$ cat config.mk
export PLATFORM = sky130hd
export DESIGN_NAME = vx_pe_dispatch
export DESIGN_NICKNAME = d
export VERILOG_FILES = /design/src/rtl/vx_pe_dispatch.sv
export SDC_FILE = /design/constraint.sdc
export NUM_CORES = 1
export LEC_CHECK = 0
export ABC_CLOCK_PERIOD_IN_PS = 9400
export BUFFER_PORTS_ARGS = -buffer_cell sky130_fd_sc_hd__buf_2
export CAP_MARGIN = 20
export CORE_AREA = 2 2 310 312
export CTS_BUF_LIST = sky130_fd_sc_hd__clkbuf_16
export DETAILED_ROUTE_END_ITERATION = 10
export DIE_AREA = 0 0 312 314
export GPL_TIMING_DRIVEN = 0
export HOLD_SLACK_MARGIN = 0.06
export PLACE_DENSITY = 0.3
export SLEW_MARGIN = 20
export SYNTH_ARGS = -nofsm -noshare
export SYNTH_HDL_FRONTEND = slang
export SYNTH_SLANG_ARGS = --single-unit
$ cat constraint.sdc
create_clock -name clk -period 9.4 [get_ports clk]
set_input_delay 0.47 -clock clk [delete_from_list [all_inputs] [get_ports clk]]
set_output_delay 0.47 -clock clk [all_outputs]
set_load 0.05 [all_outputs]
$ cat src/rtl/vx_pe_dispatch.sv
// vx_pe_dispatch: PE router with per-PE credits and round-robin commit merge; define VX_PE_DISPATCH_ORDERED_EN for in-order commits
module vx_pe_dispatch #(
  parameter int PE_COUNT    = 2,
  parameter int NUM_LANES   = 4,
  parameter int MAX_PENDING = 4,
  parameter int ORDER_DEPTH = 8,
  parameter int PE_SEL_BITS = (PE_COUNT > 1) ? $clog2(PE_COUNT) : 1,
  parameter int CNT_W       = $clog2(MAX_PENDING + 1),
  parameter int DATA_W      = NUM_LANES * 32
) (
  input  logic                             clk,
  input  logic                             reset,
  input  logic [PE_SEL_BITS-1:0]           pe_sel,
  input  logic                             execute_in_valid,
  input  logic [DATA_W-1:0]                execute_in_data,
  output logic                             execute_in_ready,
  output logic [PE_COUNT-1:0]              execute_out_valid,
  output logic [PE_COUNT-1:0][DATA_W-1:0]  execute_out_data,
  input  logic [PE_COUNT-1:0]              execute_out_ready,
  input  logic [PE_COUNT-1:0]              commit_in_valid,
  input  logic [PE_COUNT-1:0][DATA_W-1:0]  commit_in_data,
  input  logic [PE_COUNT-1:0]              commit_in_eop,
  output logic [PE_COUNT-1:0]              commit_in_ready,
  output logic                             commit_out_valid,
  output logic [DATA_W-1:0]                commit_out_data,
  output logic                             commit_out_eop,
  input  logic                             commit_out_ready,
  output logic [PE_COUNT-1:0]              pe_busy,
  output logic                             idle
);
  localparam logic [PE_SEL_BITS:0] PE_LIM = (PE_SEL_BITS + 1)'(PE_COUNT);
  logic [CNT_W-1:0] pending [PE_COUNT];
  logic [PE_SEL_BITS-1:0] rr_ptr, win;
  logic gnt_valid, can_load, sel_ok, fifo_ok, fifo_idle;
  logic [PE_COUNT-1:0] credit_ok, exec_fire, elig, dec;
  function automatic int wrap(input int j);
    return (j >= PE_COUNT) ? j - PE_COUNT : j;
  endfunction
  assign sel_ok = {1'b0, pe_sel} < PE_LIM;
  assign can_load = !commit_out_valid || commit_out_ready;
  assign execute_out_data = {PE_COUNT{execute_in_data}};
  assign exec_fire = execute_out_valid & execute_out_ready;
  assign dec = commit_in_valid & commit_in_ready & commit_in_eop;
`ifdef VX_PE_DISPATCH_ORDERED_EN
  localparam int FA_W = (ORDER_DEPTH > 1) ? $clog2(ORDER_DEPTH) : 1;
  localparam int FC_W = $clog2(ORDER_DEPTH + 1);
  logic [PE_SEL_BITS-1:0] fifo_mem [ORDER_DEPTH];
  logic [FA_W-1:0] wr_ptr, rd_ptr;
  logic [FC_W-1:0] fifo_cnt;
  logic fifo_push, fifo_pop, fifo_empty;
  assign fifo_empty = fifo_cnt == '0;
  assign fifo_push = |exec_fire;
  assign fifo_pop = |dec;
  assign fifo_ok = (fifo_cnt != FC_W'(ORDER_DEPTH)) || fifo_pop;
  assign fifo_idle = fifo_empty;
  always_comb begin
    elig = '0;
    for (int i = 0; i < PE_COUNT; i++)
      elig[i] = commit_in_valid[i] && !fifo_empty && fifo_mem[rd_ptr] == PE_SEL_BITS'(i);
  end
  always_ff @(posedge clk) if (fifo_push) fifo_mem[wr_ptr] <= pe_sel;
  always_ff @(posedge clk) begin
    if (reset) begin
      wr_ptr <= '0;
      rd_ptr <= '0;
      fifo_cnt <= '0;
    end else begin
      if (fifo_push) wr_ptr <= (wr_ptr == FA_W'(ORDER_DEPTH - 1)) ? '0 : wr_ptr + 1'b1;
      if (fifo_pop) rd_ptr <= (rd_ptr == FA_W'(ORDER_DEPTH - 1)) ? '0 : rd_ptr + 1'b1;
      fifo_cnt <= fifo_cnt + FC_W'(fifo_push) - FC_W'(fifo_pop);
    end
  end
`else
  assign fifo_ok = 1'b1;
  assign fifo_idle = 1'b1;
  assign elig = commit_in_valid;
`endif
  always_comb begin
    credit_ok = '0;
    execute_out_valid = '0;
    execute_in_ready = 1'b0;
    for (int i = 0; i < PE_COUNT; i++) begin
      credit_ok[i] = pending[i] < CNT_W'(MAX_PENDING);
      if (sel_ok && pe_sel == PE_SEL_BITS'(i)) begin
        execute_out_valid[i] = execute_in_valid && credit_ok[i] && fifo_ok;
        execute_in_ready = execute_out_ready[i] && credit_ok[i] && fifo_ok;
      end
    end
  end
  // walk from the far end so the candidate nearest the pointer wins last
  always_comb begin
    gnt_valid = 1'b0;
    win = '0;
    for (int k = PE_COUNT - 1; k >= 0; k--)
      if (elig[wrap(int'(rr_ptr) + k)]) begin
        gnt_valid = 1'b1;
        win = PE_SEL_BITS'(wrap(int'(rr_ptr) + k));
      end
  end
  always_comb begin
    commit_in_ready = '0;
    commit_in_ready[win] = gnt_valid && can_load;
  end
  always_ff @(posedge clk) begin
    if (reset) begin
      for (int i = 0; i < PE_COUNT; i++) pending[i] <= '0;
      rr_ptr <= '0;
      commit_out_valid <= 1'b0;
    end else begin
      for (int i = 0; i < PE_COUNT; i++)
        if (exec_fire[i] && !dec[i]) pending[i] <= pending[i] + 1'b1;
        else if (dec[i] && !exec_fire[i] && pending[i] != '0) pending[i] <= pending[i] - 1'b1;
      if (gnt_valid && can_load) begin
        commit_out_valid <= 1'b1;
        commit_out_data <= commit_in_data[win];
        commit_out_eop <= commit_in_eop[win];
        rr_ptr <= PE_SEL_BITS'(wrap(int'(win) + 1));
      end else if (commit_out_ready) commit_out_valid <= 1'b0;
    end
  end
  always_comb begin
    pe_busy = '0;
    for (int i = 0; i < PE_COUNT; i++) pe_busy[i] = pending[i] != '0;
    idle = !commit_out_valid && !(|pe_busy) && fifo_idle;
  end
  always_ff @(posedge clk) begin
    if (!reset) begin
      assert (!(execute_in_valid && !sel_ok));
      assert (ORDER_DEPTH >= 1);
      for (int i = 0; i < PE_COUNT; i++) assert (!(dec[i] && pending[i] == '0));
    end
  end
endmodule
==> flow_summary.ini, run 1 <==
[pwr]
vdd_drop_max_mv = 0.107
power.density_nw_per_um2 = 163
p_leak_nw = 6.21

[timing]
min_period_ps = 3150
rsz0062_at_grt = no
setup_tns_ps = 0
slew_headroom = 0.589
finalCritPeriodShare = 0.335
setup_violations = 0
tightest_slew_ps = 610
finalMaxSlewViolations = 0
finalHoldViolCount = 0
finalClockSkew_ps = 37.6
fmax_mhz = 318

[grt]
track_usage = 0.0798
grt_use_met3 = 0.0325
grt-ovfl-total = 0
grt_pass1_vias = 7343
antenna_found_initial = 9
met2_usage = 0.154
grt_max_degree = 25
busiest_layer = met2
grt.met1_usage = 0.0735
grt_pass1_wl_mm = 53.9

[critical_path]
path_cells = nand2b_1 -> nand2_1 -> buf_2 -> buf_2 -> nor2_1 -> buf_2
cpPeakStageDelay_ps = 570
cp-end-kind = output port
crit_type = reg2out
crit_path_frequent_cell = buf_2
reg2reg_from = commit_out_valid$_SDFFE_PP0P_
crit_family = buffers and inverters
cp.required_ps = 8930
worst-path-buf-inv = 3
critical_path_arrival_ps = 2680
reg2reg_to = commit_out_data[27]$_DFFE_PP_
regToRegSetupSlack_ps = 6750
r2r_cells = 7
cp_max_fo = 10
slowest_stage = buf_2
startpoint_type = flop

[worst_hold_path]
hp-start = commit_in_data[123]
whs_path_depth = 2
worstHoldEndpoint = commit_out_data[123]$_DFFE_PP_
hp-class = in2reg

[yosys]
synth-edff-count = 135
synth-seq-area-share = 0.515
synth_top_area_frac = 0.510
synth_area_um2 = 7940
syn-instance-count = 594
yosysTopAreaCell = edfxtp_1
yosysWarnings = 0
synth-seq-cells = 137
synthTopCellsByArea = edfxtp_1 51%, buf_4 24%, mux2_2 18%
syn_avg_cell_area_um2 = 13.4
yosysUniqueCellTypes = 38
yosys-top-cells-count = 256 x buf_4, 135 x edfxtp_1, 129 x mux2_2
postSynth.asyncResetShare = 0
synthFlopType = edfxtp_1
yosysMostFrequentCell = buf_4
syn-num-nets = 993

[detailed_routing]
routed_wl_mm = 40.9
vias_per_cell = 2.72
drt_iter0_markers = 251
drc = 0
routedWlPerCell_um = 16.0
ant_nets = 0
vias = 6954
drt-pass1-iter-count = 4

[floorplanning]
ioPinCount = 789
die_w_um = 312
dieArea_um2 = 98000
die_y_um = 314
rows = 113
core_um2 = 94400
start_util = 0.0841

[placement]
hpwl_mm = 35.8
place.gp.congestion = 0.856
io_buffer_count = 660
dp_cells = 2525

[clock_tree]
cts_tree = built
clock_latency_ps = 500
cts_hold_buf = 0
cts.sinks = 137
clockRootBuffer = clkbuf_16
cts_resized = 0
clkTransAtPathRegs_ps = 80
cts_setup_buffers = 0
cts-buffers-inserted = 17
htree_levels = 4
cts_buffer_depth = 2

[layout]
layoutNonFillerInstCount = 2558
num-nets-final = 1678
area_growth_pct = 70.8
drive_above_1_share = 0.853

[outcome]
status = completed

[flow_run]
drv_cap = 0
-- per-layer routing --
metal / part of all wire / routed length [um] / up-vias
li1: - / - / 3215
met1: 0.33 / 13500 / 3184
met2: 0.54 / 22300 / 501
met3: 0.096 / 3910 / 48
met4: 0.029 / 1200 / 6
met5: 0.00093 / 38 / -
-- state kept, by name, indices dropped and copies added, names as in the netlist --
signal            cells
commit_out_eop        1
commit_out_data     128
pending               6
commit_out_valid      1
rr_ptr                1
-- worst reg2reg max path: stages (launching register included) --
cell,delay (ps)
dfxtp_1,420
nand2b_1,240
o21ai_0,270
nor2_4,460
buf_12,260
buf_12,210
buf_12,230
buf_12,210
-- through the flow --
stage               worst slack, ps  hold slack, ps  utilization  power [mW]  area, um2
detailed placement             6300             504        0.137        1.51      13000
floorplan                      2530             484            -        1.30       7940
finish                         6250             278        0.144        2.21      13600
CTS                            5920             204        0.144        2.28      13600
global placement              -2110             511        0.136        1.52      12800
global route                   5910             239        0.144        2.31      13600
-- placed cells by master, fill, tap and decap left out, types with 3 or more instances in the layout --
master / n
nand2b_1: 3
inv_1: 5
ha_1: 3
buf_4: 256
inv_6: 8
edfxtp_1: 135
buf_2: 674
clkbuf_16: 17
nand2_1: 3
nor2_1: 7
nor3_1: 4
a21oi_1: 3
mux2_2: 129
clkinvlp_4: 3
buf_12: 5
-- report_power, final --
group	leakage, nW	internal (mW)	switching (mW)
logic	4.63	0.238	0.505
clock network	0.287	0.400	0.328
registers	1.30	0.727	0.0144
-- layout make-up --
cell class,instances,area [um2]
multi-input combinational,181,1840
sequential,137,4090
tap,1265,1580
fill,10800,80900
buffer,271,2000
clock inverter,15,175
antenna,1,2.50
clock buffer,17,425
inverter,5,18.8
timing repair buffer,666,3430
-- worst max path at each step --
stage                             startpoint                             to  slack, ps  cells after the start
2_1_floorplan  commit_out_valid$_SDFFE_PP0P_   commit_out_data[0]$_DFFE_PP_       2530                      3
3_3_place_gp                commit_out_ready  commit_out_data[35]$_DFFE_PP_      -2110                      4
3_5_place_dp              commit_in_valid[0]             commit_in_ready[1]       6300                      7
4_1_cts                  rr_ptr$_SDFFE_PP0N_             commit_in_ready[1]       5920                      6
5_1_grt                  rr_ptr$_SDFFE_PP0N_             commit_in_ready[1]       5910                      6
6_report                 rr_ptr$_SDFFE_PP0N_             commit_in_ready[1]       6250                      6
-- kinds of logic (layout without fill, tap and decap cells) --
family	after synthesis	after routing	synth area share
and+or+nand+nor	33	33	0.0246
muxes	130	130	0.185
adders and majority gates	4	4	0.00725
other	0	1	0
xor gates and xnor gates	2	2	0.00221
buffers and inverters	276	974	0.254
DFF	137	137	0.515
AOI/OAI and AO/OA	12	12	0.0123
No activity file was read; power rests on OpenSTA's default activity.
==> inputs of run 2 (changes only) <==
--- a/config.mk
+++ b/config.mk
@@ -5,7 +5,7 @@
 export SDC_FILE = /design/constraint.sdc
 export NUM_CORES = 1
 export LEC_CHECK = 0
-export ABC_CLOCK_PERIOD_IN_PS = 9400
+export ABC_CLOCK_PERIOD_IN_PS = 2920
 export BUFFER_PORTS_ARGS = -buffer_cell sky130_fd_sc_hd__buf_2
 export CAP_MARGIN = 20
 export CORE_AREA = 2 2 310 312
==> constraint.sdc (replaced) <==
create_clock -name clk -period 2.92 [get_ports clk]
set_input_delay 0.146 -clock clk [delete_from_list [all_inputs] [get_ports clk]]
set_output_delay 0.146 -clock clk [all_outputs]
set_load 0.05 [all_outputs]
==> run 2 against run 1 <==
Effect of this change: sequential power increased to 3.2 times the previous value; combinational power increased to 3.7 times the previous value; clock power grew to 3.1 times the previous value; core utilization increased by 2.8 points; sequential share of layout area decreased by 4.9 points; largest cell class unchanged; highest routed layer unchanged.
==> flow_summary.ini, run 2 (synthesized netlist as in run 1, its figures left out) <==
[outcome]
status = completed

[timing]
finalMaxSlewViolations = 0
slew_headroom = 0.662
min_period_ps = 2640
finalClockSkew_ps = 8.68
finalHoldViolCount = 0
hold_slack_ps = 131
setup_violations = 0
rsz0062_at_grt = no
tightest_slew_ps = 502
finalCritPeriodShare = 0.902
fmax_mhz = 379
fin_ws_ps = 285

[critical_path]
cpPeakStageDelay_ps = 580
crit_type = reg2reg
cp-end-kind = flop
critical_path_arrival_ps = 2860
startpoint_type = flop
cp_max_fo = 11
path_cells = nand2b_1 -> nand2_1 -> clkbuf_4 -> buf_2 -> mux2_2 -> dlygate4sd3_1
slowest_stage = dlygate4sd3_1
regToRegSetupSlack_ps = 280
cp.required_ps = 3140

[placement]
pre_cts_ws_ps = 369
dp_cells = 2525
placed_cell_area_um2 = 13000
hpwl_mm = 34.9
io_buffer_count = 660
place.gp.congestion = 0.834

[layout]
area_growth_pct = 104
drive_above_1_share = 0.708
top_register = commit_out_data
reg_top3 = commit_out_data: 128 flops, pending: 6 flops
layoutNonFillerInstCount = 2820
final_cell_mix = 672 x buf_2, 261 x dlygate4sd3_1, 257 x buf_4, 135 x edfxtp_1, 129 x mux2_2
fin_util = 0.172
final_common_cell = buf_2
largest_reg_flops = 128
fillers = 10600
num-nets-final = 1939
design_area_um2 = 16200

[floorplanning]
rows = 113
die_y_um = 314
core_um2 = 94400
start_util = 0.0841
dieArea_um2 = 98000
die_w_um = 312
ioPinCount = 789

[clock_tree]
cts_tree = built
htree_levels = 4
cts-buffers-inserted = 17
cts.sinks = 137
clockRootBuffer = clkbuf_16
clock_latency_ps = 480
cts_buffer_depth = 2
cts_setup_buffers = 0
clkTransAtPathRegs_ps = 60

[grt]
grt-ovfl-total = 0
grt_pass1_vias = 8451
track_usage = 0.0807
grt_pass1_wl_mm = 56.0
antenna_found_initial = 10
grt_max_degree = 24

[detailed_routing]
drc = 0
routed_wl_mm = 41.6
drt-pass1-iter-count = 4
vias_per_cell = 2.81
ant_nets = 0
routedWlPerCell_um = 14.7
drt_iter0_markers = 288
vias = 7930

[flow_run]
drv_cap = 0

[pwr]
power.density_nw_per_um2 = 456
p_leak_nw = 7.32
vdd_drop_max_mv = 0.333

[worst_hold_path]
hp-class = in2reg
[run 2: cell type report]
cell class	instances	area (um2)	area share
repair buffers	927	6060	0.374
flip-flops and latches	137	4100	0.253
plain buffers	271	2000	0.123
multi-input cells	181	1860	0.115
well taps	1265	1580	0.0977
clock buffers	17	425	0.0262
clock inverters	15	158	0.00973
inverters	5	18.8	0.00116
diodes	2	5.00	0.000309
[run 2: path summary, 6_finish.rpt]
path                                          start                       endpoint  cells past startpoint
worst max-delay path            rr_ptr$_SDFFE_PP0N_  commit_out_data[66]$_DFFE_PP_                      6
worst max register to register  rr_ptr$_SDFFE_PP0N_  commit_out_data[66]$_DFFE_PP_                      6
worst min-delay path                          reset        pending[1][0]$_DFFE_PP_                      3
worst min register to register  rr_ptr$_SDFFE_PP0N_            rr_ptr$_SDFFE_PP0N_                      2
[run 2: power by group]
group / switching, mW / internal [mW]
Sequential: 0.0439 / 2.34
Clock: 0.938 / 1.32
Combinational: 1.68 / 1.08
Total: 2.66 / 4.74
[run 2: worst max-delay path: cells and delay by family (launching register included)]
kind          cells  cell delay, ps
buf+inv           3            1310
mux               1             380
simple gates      2             360
flops             1             320
[run 2: through the flow]
| stage | TNS (ps) | total power [mW] |
|---|---|---|
| CTS | 0 | 7.59 |
| finish | 0 | 7.40 |
| floorplan | -113 | 4.16 |
| global route | 0 | 7.74 |
| detailed placement | 0 | 4.86 |
| global placement | -169890 | 4.84 |
[run 2: per-layer routing]
layer	track usage	wire length [um]	part of all wire	up-vias
li1	-	-	-	3735
met1	0.0726	13900	0.33	3638
met2	0.157	22600	0.54	494
met3	0.0325	3830	0.092	55
met4	0.0353	1150	0.028	8
met5	0	60	0.0014	-
[run 2: what timing repair did]
item,CTS,global route
endpoints found under the hold margin,130,0
gates resized for setup,1,1
hold buffers,261,0
endpoints found under the setup margin,1,7
==> inputs of run 3 (changes only) <==
--- a/config.mk
+++ b/config.mk
@@ -8,13 +8,15 @@
 export ABC_CLOCK_PERIOD_IN_PS = 2920
 export BUFFER_PORTS_ARGS = -buffer_cell sky130_fd_sc_hd__buf_2
 export CAP_MARGIN = 20
-export CORE_AREA = 2 2 310 312
+export CELL_PAD_IN_SITES_DETAIL_PLACEMENT = 0
+export CELL_PAD_IN_SITES_GLOBAL_PLACEMENT = 1
+export CORE_AREA = 2 2 307 309
 export CTS_BUF_LIST = sky130_fd_sc_hd__clkbuf_16
 export DETAILED_ROUTE_END_ITERATION = 10
-export DIE_AREA = 0 0 312 314
+export DIE_AREA = 0 0 309 311
 export GPL_TIMING_DRIVEN = 0
 export HOLD_SLACK_MARGIN = 0.06
-export PLACE_DENSITY = 0.3
+export PLACE_DENSITY = 0.34
 export SLEW_MARGIN = 20
 export SYNTH_ARGS = -nofsm -noshare
 export SYNTH_HDL_FRONTEND = slang
==> run 3 against run 2 <==
Effect of this change: cell area grew 0.15%; combinational power barely moved; largest power group unchanged; flip-flop and latch count unchanged; maximum frequency fell by 0.26%; cell count down 0.43%; first-iteration DRC count down 34%; total power increased by 3.5%; hold slack gained 84 ps; via count fell by 0.87%.
==> flow_summary.ini, run 3 (synthesized netlist as in run 1, its figures left out) <==
[timing]
setup_tns_ps = 0
fin_ws_ps = 278
finalHoldViolCount = 0
rsz0062_at_grt = no
slew_headroom = 0.643
fmax_mhz = 378
setup_violations = 0
hold_slack_ps = 215
finalMaxSlewViolations = 0
tightest_slew_ps = 532
finalClockSkew_ps = 23.8
finalCritPeriodShare = 0.905
min_period_ps = 2640

[floorplanning]
rows = 112
die_w_um = 309
die_y_um = 311
start_util = 0.0856
dieArea_um2 = 96100
ioPinCount = 789
core_um2 = 92800

[critical_path]
cp-end-kind = flop
cp-startpoint = rr_ptr$_SDFFE_PP0N_
reg2reg_from = rr_ptr$_SDFFE_PP0N_
startpoint_type = flop
crit_type = reg2reg
cp_max_fo = 10
critical_path_arrival_ps = 2870
cp.required_ps = 3150

[grt]
grt-ovfl-total = 0
antenna_found_initial = 10
track_usage = 0.0813
grt_pass1_wl_mm = 54.8
grt_pass1_vias = 8447
grt_max_degree = 26

[clock_tree]
clock_latency_ps = 500
cts.sinks = 137
cts_setup_buffers = 0
clockRootBuffer = clkbuf_16
cts_buffer_depth = 2
cts_tree = built
clkTransAtPathRegs_ps = 60
htree_levels = 4
cts-buffers-inserted = 17

[layout]
drive_above_1_share = 0.712
multiInputGateArea_um2 = 1860
fillers = 10400
largest_reg_flops = 128
num-nets-final = 1939
seqCellArea_um2 = 4100
final_cell_mix = 672 x buf_2, 261 x dlygate4sd3_1, 257 x buf_4, 135 x edfxtp_1, 129 x mux2_2
layoutNonFillerInstCount = 2808
fin_util = 0.175
final_common_cell = buf_2
top_register = commit_out_data
area_growth_pct = 104
reg_top3 = commit_out_data: 128 flops, pending: 6 flops

[placement]
io_buffer_count = 660
pre_cts_ws_ps = 313
place.gp.congestion = 0.719
dp_cells = 2514
hpwl_mm = 33.6

[outcome]
status = completed

[worst_hold_path]
hp-class = in2reg
hp-start = commit_in_valid[0]

[pwr]
vdd_drop_max_mv = 0.350
power.density_nw_per_um2 = 472
p_leak_nw = 7.34

[detailed_routing]
drt-pass1-iter-count = 4
routed_wl_mm = 40.8
vias_per_cell = 2.80
ant_nets = 0
vias = 7861
drc = 0
drt_iter0_markers = 191
routedWlPerCell_um = 14.5

[flow_run]
drv_cap = 0
run 3: cell types whose count changed in the layout (fill, tap and decap cells not counted), moves of 2 or more:
cell / previous run / this run
clkinvlp_4: 3 / 1
buf_16: 3 / 1
clkinv_1: 5 / 0
inv_6: 2 / 5
inv_8: 0 / 2
buf_12: 3 / 5
run 3: power breakdown:
| group | total (mW) | switching [mW] | internal (mW) | leakage, nW |
|---|---|---|---|---|
| clock network | 2.52 | 1.07 | 1.45 | 0.313 |
| logic | 2.75 | 1.68 | 1.07 | 5.73 |
| registers | 2.38 | 0.0411 | 2.34 | 1.30 |
run 3: area by class of cell:
class | instances | area share
clock inverter | 15 | 0.0131
buffer | 271 | 0.123
multi-input combinational | 181 | 0.115
tap | 1254 | 0.0967
inverter | 5 | 0.00116
sequential | 137 | 0.252
clock buffer | 17 | 0.0262
timing repair buffer | 927 | 0.372
antenna | 1 | 0.000154
run 3: path summary, 6_finish.rpt:
path,slack (ps),depth (start not counted),end
max,280,6,commit_out_data[69]$_DFFE_PP_
min,220,4,rr_ptr$_SDFFE_PP0N_
max reg2reg,280,6,commit_out_data[69]$_DFFE_PP_
min reg2reg,520,2,rr_ptr$_SDFFE_PP0N_
run 3: per-stage QoR:
step / cell area [um2] / power [mW]
6_report: 16200 / 7.65
5_1_grt: 16200 / 8.02
4_1_cts: 16200 / 7.87
3_5_place_dp: 13000 / 4.85
3_3_place_gp: 12800 / 4.84
2_1_floorplan: 7970 / 4.16
run 3: repair_timing:
action	in CTS	in global routing
hold endpoints to repair	131	0
hold buffers	261	0
pin swaps	0	0
resized for setup	1	1
endpoints found under the setup margin	1	2
run 3: worst max-delay path, cell delays in order, from the launching register on:
cell           delay [ps]
dfxtp_1               320
nand2b_1              190
nand2_1               190
clkbuf_4              320
buf_2                 380
mux2_2                390
dlygate4sd3_1         580
run 3: per-layer routing:
metal	wire length (um)	vias up	global-route usage
met5	69	-	0
met4	779	10	0.0275
met3	4500	42	0.0382
met2	22500	478	0.162
met1	13000	3598	0.0684
li1	-	3733	-
